==> config.mk <==
export PLATFORM = sky130hd
export DESIGN_NAME = alu_cmd_loader
export DESIGN_NICKNAME = d
export VERILOG_FILES = /design/src/rtl/alu_cmd_loader.sv
export SDC_FILE = /design/constraint.sdc
export NUM_CORES = 1
export LEC_CHECK = 0
export CAP_MARGIN = 20
export CORE_UTILIZATION = 41
export DETAILED_ROUTE_END_ITERATION = 8
export SYNTH_ARGS = -nofsm -noshare
export SYNTH_HDL_FRONTEND = slang
export SYNTH_SLANG_ARGS = --single-unit
==> constraint.sdc <==
create_clock -name clk -period 2.65 [get_ports clk]
set_input_delay 0.795 -clock clk [delete_from_list [all_inputs] [get_ports clk]]
set_output_delay 0.795 -clock clk [all_outputs]
set_load 0.005 [all_outputs]
==> src/rtl/alu_cmd_loader.sv <==
// Serial command loader for the 2-bit ALU / seven-segment block: 3-wire shift-in,
// double-buffered cmd word, optional operand sweep. Optional parity: ALU_CMD_PARITY_EN.
module alu_cmd_loader #(
    parameter int unsigned SYNC_STAGES = 2,
    parameter int unsigned SWEEP_DIV   = 1000,
    parameter int unsigned TIMEOUT     = 4096
) (
    input  logic       clk,
    input  logic       reset,
    input  logic       sclk,
    input  logic       sdi,
    input  logic       sweep,
    output logic [7:0] cmd,
    output logic       cmd_strobe,
    output logic       busy,
    output logic       par_err
);

`ifdef ALU_CMD_PARITY_EN
    localparam int unsigned FRAME_BITS = 9;
`else
    localparam int unsigned FRAME_BITS = 8;
`endif
    // The shift register never holds the final bit; it is taken straight from sdi.
    localparam int unsigned SH_W  = FRAME_BITS - 1;
    localparam int unsigned TO_W  = $clog2(TIMEOUT);
    localparam int unsigned DIV_W = $clog2(SWEEP_DIV);

    localparam logic [3:0]       LAST_BIT = 4'(FRAME_BITS - 1);
    localparam logic [TO_W-1:0]  TO_LAST  = TO_W'(TIMEOUT - 1);
    localparam logic [DIV_W-1:0] DIV_LAST = DIV_W'(SWEEP_DIV - 1);

    localparam logic [0:0] ST_IDLE  = 1'b0;
    localparam logic [0:0] ST_SHIFT = 1'b1;

    logic [SYNC_STAGES-1:0] sclk_sync_q;
    logic [SYNC_STAGES-1:0] sdi_sync_q;
    logic                   sclk_prev_q;

    logic [0:0]       state_q,  state_d;
    logic [3:0]       cnt_q,    cnt_d;
    logic [SH_W-1:0]  shreg_q,  shreg_d;
    logic [TO_W-1:0]  to_q,     to_d;
    logic [DIV_W-1:0] div_q,    div_d;
    logic [7:0]       cmd_q,    cmd_d;
    logic             strobe_q;
    logic             par_err_q, par_err_d;

    logic       sclk_s;
    logic       sdi_s;
    logic       sample;
    logic       commit;
    logic       perr_set;
    logic [7:0] word;

    assign sclk_s = sclk_sync_q[SYNC_STAGES-1];
    assign sdi_s  = sdi_sync_q[SYNC_STAGES-1];
    assign sample = sclk_s & ~sclk_prev_q;

`ifdef ALU_CMD_PARITY_EN
    assign word = shreg_q;
`else
    assign word = {shreg_q, sdi_s};
`endif

    always_comb begin
        state_d  = state_q;
        cnt_d    = cnt_q;
        shreg_d  = shreg_q;
        to_d     = to_q;
        commit   = 1'b0;
        perr_set = 1'b0;
        case (state_q)
            ST_IDLE: begin
                to_d = '0;
                if (sample) begin
                    shreg_d = {shreg_q[SH_W-2:0], sdi_s};
                    cnt_d   = 4'd1;
                    state_d = ST_SHIFT;
                end
            end
            ST_SHIFT: begin
                if (sample) begin
                    to_d = '0;
                    if (cnt_q == LAST_BIT) begin
`ifdef ALU_CMD_PARITY_EN
                        if (^{shreg_q, sdi_s}) perr_set = 1'b1;
                        else                   commit   = 1'b1;
`else
                        commit = 1'b1;
`endif
                        shreg_d = '0;
                        cnt_d   = '0;
                        state_d = ST_IDLE;
                    end else begin
                        shreg_d = {shreg_q[SH_W-2:0], sdi_s};
                        cnt_d   = cnt_q + 4'd1;
                    end
                end else if (to_q == TO_LAST) begin
                    to_d    = '0;
                    shreg_d = '0;
                    cnt_d   = '0;
                    state_d = ST_IDLE;
                end else begin
                    to_d = to_q + TO_W'(1);
                end
            end
            default: begin
                state_d = ST_IDLE;
                cnt_d   = '0;
                shreg_d = '0;
                to_d    = '0;
            end
        endcase
    end

    // A commit overrides a coincident sweep step and restarts the divider.
    always_comb begin
        div_d     = div_q;
        cmd_d     = cmd_q;
        par_err_d = par_err_q | perr_set;
        if (commit) begin
            div_d = '0;
            cmd_d = word;
        end else if (!sweep) begin
            div_d = '0;
        end else if (div_q == DIV_LAST) begin
            div_d = '0;
            cmd_d = {cmd_q[7:4] + 4'd1, cmd_q[3:0]};
        end else begin
            div_d = div_q + DIV_W'(1);
        end
    end

    always_ff @(posedge clk or posedge reset) begin
        if (reset) begin
            sclk_sync_q <= '0;
            sdi_sync_q  <= '0;
            sclk_prev_q <= 1'b0;
            state_q     <= ST_IDLE;
            cnt_q       <= '0;
            shreg_q     <= '0;
            to_q        <= '0;
            div_q       <= '0;
            cmd_q       <= '0;
            strobe_q    <= 1'b0;
            par_err_q   <= 1'b0;
        end else begin
            sclk_sync_q <= {sclk_sync_q[SYNC_STAGES-2:0], sclk};
            sdi_sync_q  <= {sdi_sync_q[SYNC_STAGES-2:0], sdi};
            sclk_prev_q <= sclk_s;
            state_q     <= state_d;
            cnt_q       <= cnt_d;
            shreg_q     <= shreg_d;
            to_q        <= to_d;
            div_q       <= div_d;
            cmd_q       <= cmd_d;
            strobe_q    <= commit;
            par_err_q   <= par_err_d;
        end
    end

    assign cmd        = cmd_q;
    assign cmd_strobe = strobe_q;
    assign busy       = (state_q == ST_SHIFT);
`ifdef ALU_CMD_PARITY_EN
    assign par_err    = par_err_q;
`else
    assign par_err    = 1'b0;
`endif

endmodule

==> results.md, run 1 <==
* Run status: finished clean
* Power Density at 650 nW/um^2
* Placeable core region at 4850 sq um
* Setup slack of the worst register-to-register path at 0.72 ns
* Cell area after layout at 2440 sq um
* Cts hold-fix bufs at 0
* Drt first pass iters at 4
* Sequential Power Share at 0.555
* Kind of cell with the highest combined delay on the critical path: buffers and inverters
* Internal power at around 1.2 mW
* DIE AREA at roughly 5500 sq um
* Number of nets in the final layout at 242
* Remaining design rule violation count at 0
* Routability congestion estimate at 0.727
* Highest Signal Layer: met4
* Met3 wire length at slightly above 90 um
* Time the worst path needs with I/O delays and setup at between 2 and 2.5 ns
* Number of buffers created by CTS at 5
* Cts repair resizes at 0
* H-tree depth reported by CTS at 2
* Crit path max fanout at 9
* Cells after DPL at around 290
* Vias post-DR at about 1,500
* Start-to-end type of the worst setup path: register to primary output
* Kind of start point of the critical path: register
* Met1 WL at 1760 um
* Sequential element share of the synthesized area at 0.566
* Dpl ws at 0.493 ns
* Commonest cells after routing, fill and taps aside: dfrtp_1 (48), nand2_1 (42), nor2_1 (29)
* Vias in the first global route at 1,357
* Clock slew at reported path FFs at approximately 0.090 ns
* Net count after synthesis at approximately 220
* Clock skew at ~0.013 ns
* Switching portion of total power at 0.267
* Final setup violation count at 0
* Period Utilization, post-route at 0.807
* Clock sink count at 48
* Combinational cell fraction of total power at 0.154
* Global-route wire length before repair at ~6300 um
* Overall fraction of global-route tracks in use at 0.156
* Ordered cell list for the critical path: clkdlybuf4s50_1
* Drt total wl at 3520 um
* Starting Density at 0.437
* Number of antenna violations at the first check in global routing at 0
* Pins Over Slew Limit at 0
* Antenna Nets Post-Route at 0
* Sw power at 0.425 mW
* Average instance area after synthesis at around 9.9 sq um
* Arrival time of data at the critical path endpoint at about 1.3 ns
* Final TNS setup at 0 ns
* Peak supply drop at 0.000376 V
* CTS tree: built
* Filler-free cell count of the finished design at 301
* Diode count at 0
* Util after Layout at 0.504
* Number of hold-slack violations in the final timing report at 0
* Number of different library cells in the post-synthesis netlist at 31
* Library cell used as clock root buffer: clkbuf_8
* Leak pwr at 1.03 nW
* Cells after Synth at about 220
* FP Rows at 25
* Longest individual stage delay on the worst path at 0.55 ns
* Endpoint type of the worst setup path: primary output
* Largest net degree at the start of global routing at 33
* Worst min-delay path category: register to register
* Setup Buffers After CTS at 0
* Placement-stage cell area at 2350 sq um
* Maxcap violations at 0
* Num ports at 16
* FMAX at 468 MHz
* Total congestion overflow at 0
* Number of buffers on the longest clock path at 2
* Crit path max-delay cell type: clkdlybuf4s50_1
* Worst-Skew Late Latency at 0.31 ns
* Chip height at 73.9 um
* Buffer and inverter count on the worst path at 1
* Final HPWL from detailed placement at about 2500 um
* Number of buffers inserted by port buffering at 14
* Post-synth design cell area at 2120 sq um
* Worst Path Required at 1.86 ns
* Violation count after the first detailed-route iteration at 64
* Met2 layer wire length in the routed design at around 1600 um
* Vias/cell at 4.83
* Ratio of cells with drive above 1 in the final layout at 0.0641
* Setup repair after global routing missed its margin: false
* Die W at 73.9 um
* Register bit count reported by yosys at 48
* Layout Area Growth over Synthesis at 15.3%
* Part of the power in the clock network at 0.291
* Leading cell type in the layout, fill and taps excluded: dfrtp_1
* Total number of yosys warnings at 0
* Final WS setup at 0.513 ns
* Routed WL per cell at 11.7 um
worst paths after layout:
path                       cells past startpoint          start             to
max                                            1           busy           busy
min                                            0  sdi_sync_q[0]  sdi_sync_q[1]
max reg2reg                                    5       cnt_q[0]       div_q[0]
min reg2reg                                    0  sdi_sync_q[0]  sdi_sync_q[1]
max in group asynchronous                      3          reset       cnt_q[0]
min in group asynchronous                      2          reset         cmd[4]
state kept, by name, indices dropped and copies added, names as in the netlist:
register,flops
cmd_strobe,1
sdi_sync_q,2
cmd,8
to_q,12
shreg_q,7
sclk_sync_q,2
cnt_q,4
sclk_prev_q,1
busy,1
div_q,10
routing by layer:
| metal | global-route usage | up-vias |
|---|---|---|
| met5 | 0 | - |
| met4 | 0.0705 | 0 |
| met3 | 0.0453 | 7 |
| met2 | 0.240 | 14 |
| met1 | 0.202 | 680 |
| li1 | - | 753 |
power by group through the flow:
| stage | combinational (mW) | clock [mW] | sequential (mW) |
|---|---|---|---|
| final | 0.245 | 0.462 | 0.882 |
| after global routing | 0.287 | 0.498 | 0.898 |
| after CTS | 0.252 | 0.478 | 0.884 |
| after detailed placement | 0.251 | 0 | 0.899 |
| after global placement | 0.247 | 0 | 0.896 |
| after floorplan | 0.152 | 0 | 0.885 |
area by class of cell:
type | count | area (sq um)
repair buffers | 16 | 168
clock buffers | 6 | 82.6
clock inverters | 2 | 13.8
flip-flops and latches | 48 | 1200
multi-input cells | 156 | 873
inverters | 6 | 22.5
well taps | 67 | 83.8
fillers | 463 | 2400
metrics by stage:
stage	power (mW)	hold slack, ns
final	1.59	0.357
after global routing	1.68	0.364
after CTS	1.61	0.362
after detailed placement	1.15	0.341
after global placement	1.14	0.331
after floorplan	1.04	0.331
synthesized netlist by cell type, drive strengths merged:
| library cell | count | area share |
|---|---|---|
| and3b | 1 | 0.0041 |
| nor2b | 1 | 0.0030 |
| or3 | 3 | 0.0089 |
| clkbuf | 3 | 0.0053 |
| a21oi | 14 | 0.033 |
| nor2 | 29 | 0.051 |
| buf | 2 | 0.0059 |
| o21ai | 7 | 0.022 |
| conb | 1 | 0.0018 |
| nand4bb | 1 | 0.0053 |
| ha | 4 | 0.024 |
| nand4 | 2 | 0.013 |
| or4 | 1 | 0.0053 |
| o2bb2ai | 2 | 0.0083 |
| inv | 6 | 0.011 |
| a211oi | 1 | 0.0035 |
| a31oi | 1 | 0.0030 |
| nor3 | 6 | 0.014 |
| mux2i | 1 | 0.0047 |
| xor2 | 4 | 0.017 |
| nor4 | 3 | 0.0089 |
| xnor2 | 15 | 0.062 |
| nand2b | 1 | 0.0030 |
| nand2 | 42 | 0.074 |
| dfrtp | 48 | 0.57 |
| a32o | 1 | 0.0047 |
| nand3 | 15 | 0.038 |
cells by family after synthesis:
kind of cell             Yosys count  share of synthesized area
AND/OR/NAND/NOR                  105                      0.229
flip-flops                        48                      0.566
AO/OA/AOI/OAI                     26                     0.0743
XOR/XNOR                          19                     0.0785
buffers and inverters             11                     0.0218
adder cells (fa/ha/maj)            4                     0.0236
other                              1                    0.00177
multiplexers                       1                    0.00472
(Power assumes the default switching activity.)
==> run 2, diff against run 1 <==
clock period = 2.07 ns   (was 2.65 ns; I/O delays follow)
==> run 2 against run 1 <==
Compared with the run above:
- combinational power rose by 35%
- wire length up 0.37%
- cell count shrank 0.33%
- via count is 1.7% lower
- worst hold slack worse by 0.0027 ns
- global-route usage fell by 0.95 points
- critical endpoint is now div_q[0]
- die area unchanged
- first-iteration DRC count up 30%
- register-to-register slack lost 0.52 ns
==> results.md, run 2 (synthesis results as in run 1) <==
* Number of buffers created by CTS at 5 (unchanged)
* Number of nets in the final layout at 243 (+0.41%)
* Routability congestion estimate at 0.771 (+6.1%)
* Min-delay src: sdi_sync_q[0]
* Antenna Nets Post-Route at 0 (unchanged)
* Total congestion overflow at 0 (unchanged)
* Drt first pass iters at 4 (unchanged)
* Global-route wire length before repair at 6160 um (-2.3%)
* Endpoint type of the worst setup path: register
* Util after Layout at 0.506 (+0.00206)
* Diode count at 0 (unchanged)
* Cells after DPL at 294 (+0.34%)
* Vias post-DR at 1,430 (-1.7%)
* Clock sink count at 48 (unchanged)
* Multi-input logic area at 873 sq um (unchanged)
* Library cell used as clock root buffer: clkbuf_8
* Violation count after the first detailed-route iteration at 83 (+30%)
* Overall fraction of global-route tracks in use at 0.146 (-0.00947)
* R2R Path End: div_q[0]
* Number of buffers on the longest clock path at 2 (unchanged)
* Worst-Skew Late Latency at 0.28 ns (-0.03 ns)
* FP Rows at 25 (unchanged)
* Vias in the first global route at 1,398 (+3.0%)
* Combinational cell fraction of total power at 0.159 (+0.005)
* Pins Over Slew Limit at 0 (unchanged)
* Register cell area after layout at 1200 sq um (unchanged)
* Peak supply drop at 0.000444 V (+18%)
* Overall power of the completed layout at 2.08 mW (+31%)
* Worst-case hold path end point: sdi_sync_q[1]
* Leak pwr at 1.04 nW (+0.31%)
* Starting Density at 0.437 (unchanged)
* Startpoint of the most critical setup path: cnt_q[0]
* Chip height at 73.9 um (unchanged)
* Sequential Power Share at 0.542 (-0.013)
* Vias/cell at 4.77 (-1.3%)
* Register ranked first by flip-flop count: to_q
* Setup slack of the worst register-to-register path at 0.20 ns (-0.52 ns)
* Num ports at 16 (unchanged)
* Placeable core region at 4850 sq um (unchanged)
* Leading cell type in the layout, fill and taps excluded: dfrtp_1
* Maxcap violations at 0 (unchanged)
* Remaining design rule violation count at 0 (unchanged)
* Cts hold-fix bufs at 0 (unchanged)
* Run status: finished clean
* Period Utilization, post-route at 0.905
* Flip-flop count of the largest register, all copies and words added at 12 (unchanged)
* Kind of start point of the critical path: register
* H-tree depth reported by CTS at 2 (unchanged)
* Switching portion of total power at 0.244 (-0.0231)
* Fill cell instance count of the final layout at 447 (-3.5%)
* Time the worst path needs with I/O delays and setup at 1.87 ns
* Ratio of cells with drive above 1 in the final layout at 0.0601 (-0.00402)
* Worst Path Required at 2.28 ns (+0.42 ns)
* Sw power at 0.507 mW (+19%)
* Worst Reg2Reg Path Length in Cells at 5 (unchanged)
* Largest net degree at the start of global routing at 49 (+48%)
* Number of buffers inserted by port buffering at 14 (unchanged)
* Commonest cells after routing, fill and taps aside: dfrtp_1 (48), nand2_1 (42), nor2_1 (29)
* FMAX at approximately 530 MHz
* Hold path cells at 0 (unchanged)
* Setup Buffers After CTS at 0 (unchanged)
* Part of the power in the clock network at 0.299 (+0.008)
* Start-to-end type of the worst setup path: register to register
* Number of hold-slack violations in the final timing report at 0 (unchanged)
* Drt total wl at 3530 um (+0.37%)
* Filler-free cell count of the finished design at 300 (-0.33%)
* Setup repair after global routing missed its margin: false
* Hold slack at 0.354 ns (-0.00273 ns)
* DIE AREA at 5460 sq um (unchanged)
* Number of antenna violations at the first check in global routing at 0 (unchanged)
* Final TNS setup at 0 ns (unchanged)
* Final setup violation count at 0 (unchanged)
* Clock slew at reported path FFs at 0.08 ns (about the same)
* Final HPWL from detailed placement at 2450 um (-0.33%)
* Clock skew at 0.00642 ns (-0.00689 ns)
* Power Density at 846 nW/um^2 (+30%)
* Worst min-delay path category: register to register
* Die W at 73.9 um (unchanged)
* Internal power at 1.57 mW (+35%)
* Crit path max fanout at 10 (+1)
* Cts repair resizes at 0 (unchanged)
* Reg2Reg Launch Point: cnt_q[0]
* Routed WL per cell at 11.8 um (+0.70%)
* Arrival time of data at the critical path endpoint at 2.08 ns (+0.74 ns)
* CTS tree: built
* Layout Area Growth over Synthesis at 15.8%
## run 2: changes by cell type in the layout (fill, tap and decap cells not counted)
cell       before  now
clkbuf_8        6    5
bufinv_16       0    1
buf_4           1    2
inv_6           1    0
clkinv_2        1    0
## run 2: how the worst max path moves through the flow
stage | to | cells past startpoint
after global placement | cmd[5] | 5
after global routing | div_q[7] | 5
after floorplan | busy | 1
final | div_q[0] | 5
after detailed placement | cmd[5] | 5
after CTS | div_q[6] | 5
## run 2: final cells by class
type / instances / share of cell area
multi-input combinational: 156 / 0.356
tap: 67 / 0.0341
inverter: 6 / 0.00917
timing repair buffer: 17 / 0.0714
clock inverter: 1 / 0.0122
clock buffer: 5 / 0.0280
sequential: 48 / 0.489
## run 2: per-layer routing
metal / wire, um / GRT usage / vias to the layer above
li1: - / - / 746
met2: 1710 / 0.239 / 15
met1: 1710 / 0.191 / 667
met4: 19 / 0.0427 / 0
met5: 0 / 0 / -
met3: 99 / 0.0370 / 2
## run 2: power groups by stage
stage	Clock (mW)	Combinational (mW)	Sequential [mW]
floorplan	0	0.194	1.13
finish	0.621	0.330	1.12
global route	0.687	0.375	1.14
global placement	0	0.328	1.14
detailed placement	0	0.334	1.15
CTS	0.649	0.335	1.13
## run 2: worst max-delay path: stages (launching register included)
cell and delay (ns):
dfrtp_1 0.41, ha_1 0.24, and3b_1 0.20, nand3_1 0.35
nand3_1 0.40, nor2_1 0.19
## run 2: through the flow
| stage | cell area [sq um] | worst slack [ns] |
|---|---|---|
| 6_report | 2450 | 0.197 |
| 5_1_grt | 2450 | 0.00295 |
| 4_1_cts | 2450 | 0.149 |
| 3_5_place_dp | 2360 | 0.0633 |
| 3_3_place_gp | 2360 | 0.0955 |
| 2_1_floorplan | 2120 | 0.305 |
==> patch 1 (config.mk and constraints of run 2) <==
Make the reset (`reset`) synchronous in one clocked block.
--- a/src/rtl/alu_cmd_loader.sv
+++ b/src/rtl/alu_cmd_loader.sv
@@ -132,7 +132,7 @@
         end
     end
 
-    always_ff @(posedge clk or posedge reset) begin
+    always_ff @(posedge clk) begin
         if (reset) begin
             sclk_sync_q <= '0;
             sdi_sync_q  <= '0;
Formal check against the unedited RTL: differs if reset is asserted again (counterexample within 4 cycles, from zero or initial values and one cycle with reset high); with reset held inactive, the same outputs for 10 cycles.
==> patch 1 against run 2 <==
Clock skew is 0.0059 ns higher. Synthesized area fell by 9.9%. Cell area down 7.6%. Critical path type unchanged. Wire length fell by 3.5%. Utilization is 0.73 points higher. Die area decreased by 9.6%. Synthesized cell count fell by 8.4%. Sequential cell count unchanged. Worst setup slack got worse by 0.070 ns.
Power is not compared: it rests on default switching activity, and its combinational part moved more than twofold at a synthesized area within 25%.
==> patch 1: results (changes against run 2) <==
Iter 0 DRT Violations -> 56 (was 83)
critical path arrival -> 2.16 ns (was 2.08 ns)
vias per inst -> 5.15 (was 4.77)
fin nets -> 228 (was 243)
Non-clock buffers -> 21 (was 17)
Met3 Wirelength -> 87 um (was 99 um)
Post-Route Utilization -> 51.4% (was 50.6%)
placed instance area -> 2120 um2 (was 2360 um2)
placed cells -> 264 (was 294)
ClkCell Share -> 6.07% (was 4.03%)
met2 Use GR -> 26.1% (was 23.9%)
crit path max fanout -> 4 (was 10)
GRT Util Overall -> 14.8% (was 14.6%)
sequential-to-total area share from yosys stat -> 50.3% (was 56.6%)
Avg Cell Area, Syn -> 9.70 um2 (was 9.86 um2)
first-pass GRT wire length -> 5840 um (was 6160 um)
GPL Wtd Cong -> 0.755 (was 0.771)
met1 WL -> 1560 um (was 1710 um)
number of global-route vias before repair -> 1348 (was 1398)
syn_nets -> 206 (was 224)
Async SR Flop Fraction -> 0% (was 100%)
top_reg_cell synth -> dfxtp_1 (was dfrtp_1)
max incr delay on CP -> 0.45 ns (was 0.41 ns)
WL met2 -> 1710 um (about the same)
ratio of cells with drive above 1 in the final layout -> 10.0% (was 6.01%)
Hold Crit Start -> sclk_sync_q[0] (was sdi_sync_q[0])
PnR Total Power -> 1.79 mW
commonest cells in the netlist -> dfxtp_1 (48), nor2_1 (38), xnor2_1 (13), a22o_1 (9), nand2_1 (9) (was dfrtp_1 (48), nand2_1 (42), nor2_1 (29), xnor2_1 (15))
post-DP HPWL -> 2470 um (was 2450 um)
met3 global-route usage -> 3.61% (was 3.70%)
multi-input combinational area share -> 38.7% (was 35.6%)
status -> completed (unchanged)
Setup Skew -> 0.0124 ns (was 0.00642 ns)
buffer share of cell area -> 8.61% (was 7.14%)
Via Count -> 1402 (was 1430)
Critical-path top delay cell -> or4_4 (was dfrtp_1)
Wirelength per Cell -> 12.5 um (was 11.8 um)
## patch 1: changes by cell type in the layout (fill, tap and decap cells not counted), moves of 6 or more
cell	change
nand2_1	-33
a22o_1	+9
nor2_1	+9
nand3_1	-6
a21oi_1	-13
dfxtp_1	+48
dfrtp_1	-48
## patch 1: final timing paths
kind	cells past startpoint	slack [ns]	to
max	5	0.13	cmd[7]
min	1	0.45	sclk_sync_q[1]
max reg2reg	5	0.13	cmd[7]
min reg2reg	1	0.45	sclk_sync_q[1]
## patch 1: cell families after synthesis
group,after synthesis,share of synthesized area (%)
DFF,48,50.3
muxes,5,2.62
AOI/OAI and AO/OA,20,8.57
and+or+nand+nor,85,22.2
other,1,0.196
buffers and inverters,14,4.39
adders and majority gates,4,2.62
xor gates and xnor gates,20,9.16
## patch 1: worst reg2reg max path: stages, from the launching register on
cell and delay [ns]:
dfxtp_1 0.38, ha_1 0.24, nand4bb_1 0.18, or4_4 0.45, or3_4 0.34, a311oi_2 0.27
==> patch 2 (flow settings as in run 2) <==
Without the edit above. Add a define of `ALU_CMD_PARITY_EN`.
--- a/src/rtl/alu_cmd_loader.sv
+++ b/src/rtl/alu_cmd_loader.sv
@@ -1,5 +1,7 @@
 // Serial command loader for the 2-bit ALU / seven-segment block: 3-wire shift-in,
 // double-buffered cmd word, optional operand sweep. Optional parity: ALU_CMD_PARITY_EN.
+`define ALU_CMD_PARITY_EN
+
 module alu_cmd_loader #(
     parameter int unsigned SYNC_STAGES = 2,
     parameter int unsigned SWEEP_DIV   = 1000,
Function: same outputs for any inputs over 10 cycles, from zero or initial values and one cycle with reset high; that may be too few to reach the edited logic, so the function may still have changed.
==> patch 2 against run 2 <==
Synthesized area grew 6.0%. Clock skew grew 0.00071 ns. Cell count down 2.3%. Cell area grew 7.5%. Die area rose by 5.9%. Wire length is 0.82% lower. Utilization increased by 0.089 points. Worst setup slack got worse by 0.058 ns. Fmax shrank 3.0%. Critical path type is now register to primary output. Power up 1.5%. Sequential cell count rose by 2.
==> patch 2: results (changes against run 2) <==
largest net degree at the start of global routing -> 51 (was 49)
Wirelength per Cell -> 12.0 um (was 11.8 um)
Iter 0 DRT Violations -> 64 (was 83)
GRT Util Overall -> 13.7% (was 14.6%)
Hold Crit Start -> sclk_sync_q[0] (was sdi_sync_q[0])
max incr delay on CP -> 0.55 ns (was 0.41 ns)
number of global-route vias before repair -> 1448 (was 1398)
Setup Skew -> 0.00712 ns (was 0.00642 ns)
initial antenna violation count -> 0 (unchanged)
first-pass GRT wire length -> 6410 um (was 6160 um)
most frequent cell after synthesis -> dfrtp_1 (unchanged)
worst slack, placed -> -0.291 ns (was 0.0633 ns)
placed cells -> 286 (was 294)
fin nets -> 233 (was 243)
Critical-path top delay cell -> clkdlybuf4s50_1 (was dfrtp_1)
worst r2r dst -> cmd[0] (was div_q[0])
Post-Route WL -> 3500 um (was 3530 um)
Crit. Startpoint -> busy (was cnt_q[0])
sequential-to-total area share from yosys stat -> 55.6% (was 56.6%)
TritonCTS Buffers -> 5 (unchanged)
RR Startpoint -> shreg_q[3] (was cnt_q[0])
Worst setup endpoint -> busy (was div_q[0])
worst hold endpoint -> sclk_sync_q[1] (was sdi_sync_q[1])
R2R setup slack -> 0.15 ns (was 0.20 ns)
number of I/O port buffers -> 15 (was 14)
Hold/Removal Path Class -> register to register (unchanged)
placed instance area -> 2520 um2 (was 2360 um2)
clk slew on worst S/H paths -> 0.09 ns
Avg Cell Area, Syn -> 11.3 um2 (was 9.86 um2)
Setup Buffers After CTS -> 0 (unchanged)
synth top area cells -> dfrtp_1 (56%), nor2_1 (5.5%), xor2_1 (5.1%) (was dfrtp_1 (57%), nand2_1 (7.4%), xnor2_1 (6.2%))
Unique masters post-synth -> 38 (was 31)
commonest cells in the netlist -> dfrtp_1 (50), nor2_1 (33), xor2_1 (13), xnor2_1 (11), nand3_1 (10) (was dfrtp_1 (48), nand2_1 (42), nor2_1 (29), xnor2_1 (15))
Regs by FF count -> to_q (12), div_q (10)
Worst IR Drop VDD -> 0.489 mV (was 0.444 mV)
post-DP HPWL -> 2410 um (was 2450 um)
Min Hold Slack -> 0.355 ns (was 0.354 ns)
critical path arrival -> 1.31 ns (was 2.08 ns)
H-tree levels -> 2 (unchanged)
Final period util -> 93.3% (was 90.5%)
ratio of cells with drive above 1 in the final layout -> 10.8% (was 6.01%)
Leak -> 1.19 nW (was 1.04 nW)
Design Area, Final -> 2640 um2 (was 2450 um2)
vias per inst -> 4.90 (was 4.77)
delay-heaviest family, CP -> buffers and inverters (was simple AND/OR/NAND/NOR gates)
syn_nets -> 209 (was 224)
status -> completed (unchanged)
crit path max fanout -> 7 (was 10)
Async SR Flop Fraction -> 100% (unchanged)
Fill cells -> 477 (was 447)
GPL Wtd Cong -> 0.733 (was 0.771)
patch 2: cell types whose count changed in the layout (fill, tap and decap cells not counted), sizes merged, moves of 8 or more:
cell,delta
xor2,+9
a22o,+8
a21oi,-8
nand2,-33
patch 2: cells by family (layout without fill, tap and decap cells):
| group | after synthesis | after routing | share of synthesized area (%) |
|---|---|---|---|
| compound gates | 24 | 24 | 7.35 |
| xor+xnor | 26 | 26 | 11.4 |
| fa+ha+maj | 5 | 5 | 2.78 |
| buf+inv | 12 | 36 | 2.34 |
| flops | 50 | 50 | 55.6 |
| mux | 6 | 6 | 3.06 |
| simple gates | 76 | 76 | 17.4 |
patch 2: where the power goes:
| part | total [mW] | switching [mW] | internal [mW] |
|---|---|---|---|
| Sequential | 1.12 | 0.0736 | 1.04 |
| Clock | 0.680 | 0.293 | 0.387 |
| Combinational | 0.310 | 0.129 | 0.180 |
| Total | 2.11 | 0.496 | 1.61 |
patch 2: worst register-to-register path, stage by stage (launching register included):
cell     delay [ns]
dfrtp_1        0.42
xor2_1         0.17
xnor3_1        0.44
mux2i_2        0.27
buf_4          0.18
mux2_2         0.33
patch 2: timing repair:
item | in CTS | in global routing
gates resized for setup | 0 | 2
hold endpoints to repair | 0 | 0
endpoints found under the setup margin | 0 | 1
patch 2: cell type report:
class | instances | area share, %
Multi-Input combinational cell | 137 | 36.0
Inverter | 8 | 1.14
Sequential cell | 50 | 47.4
Tap cell | 70 | 3.32
Clock inverter | 1 | 1.14
Clock buffer | 6 | 3.13
Timing Repair Buffer | 21 | 7.87
patch 2: routing by layer:
| metal | GRT usage [%] | part of all wire [%] |
|---|---|---|
| met1 | 18.3 | 52 |
| met2 | 22.2 | 44 |
| met3 | 3.23 | 2.3 |
| met4 | 4.04 | 0.94 |
| met5 | 0 | 0 |
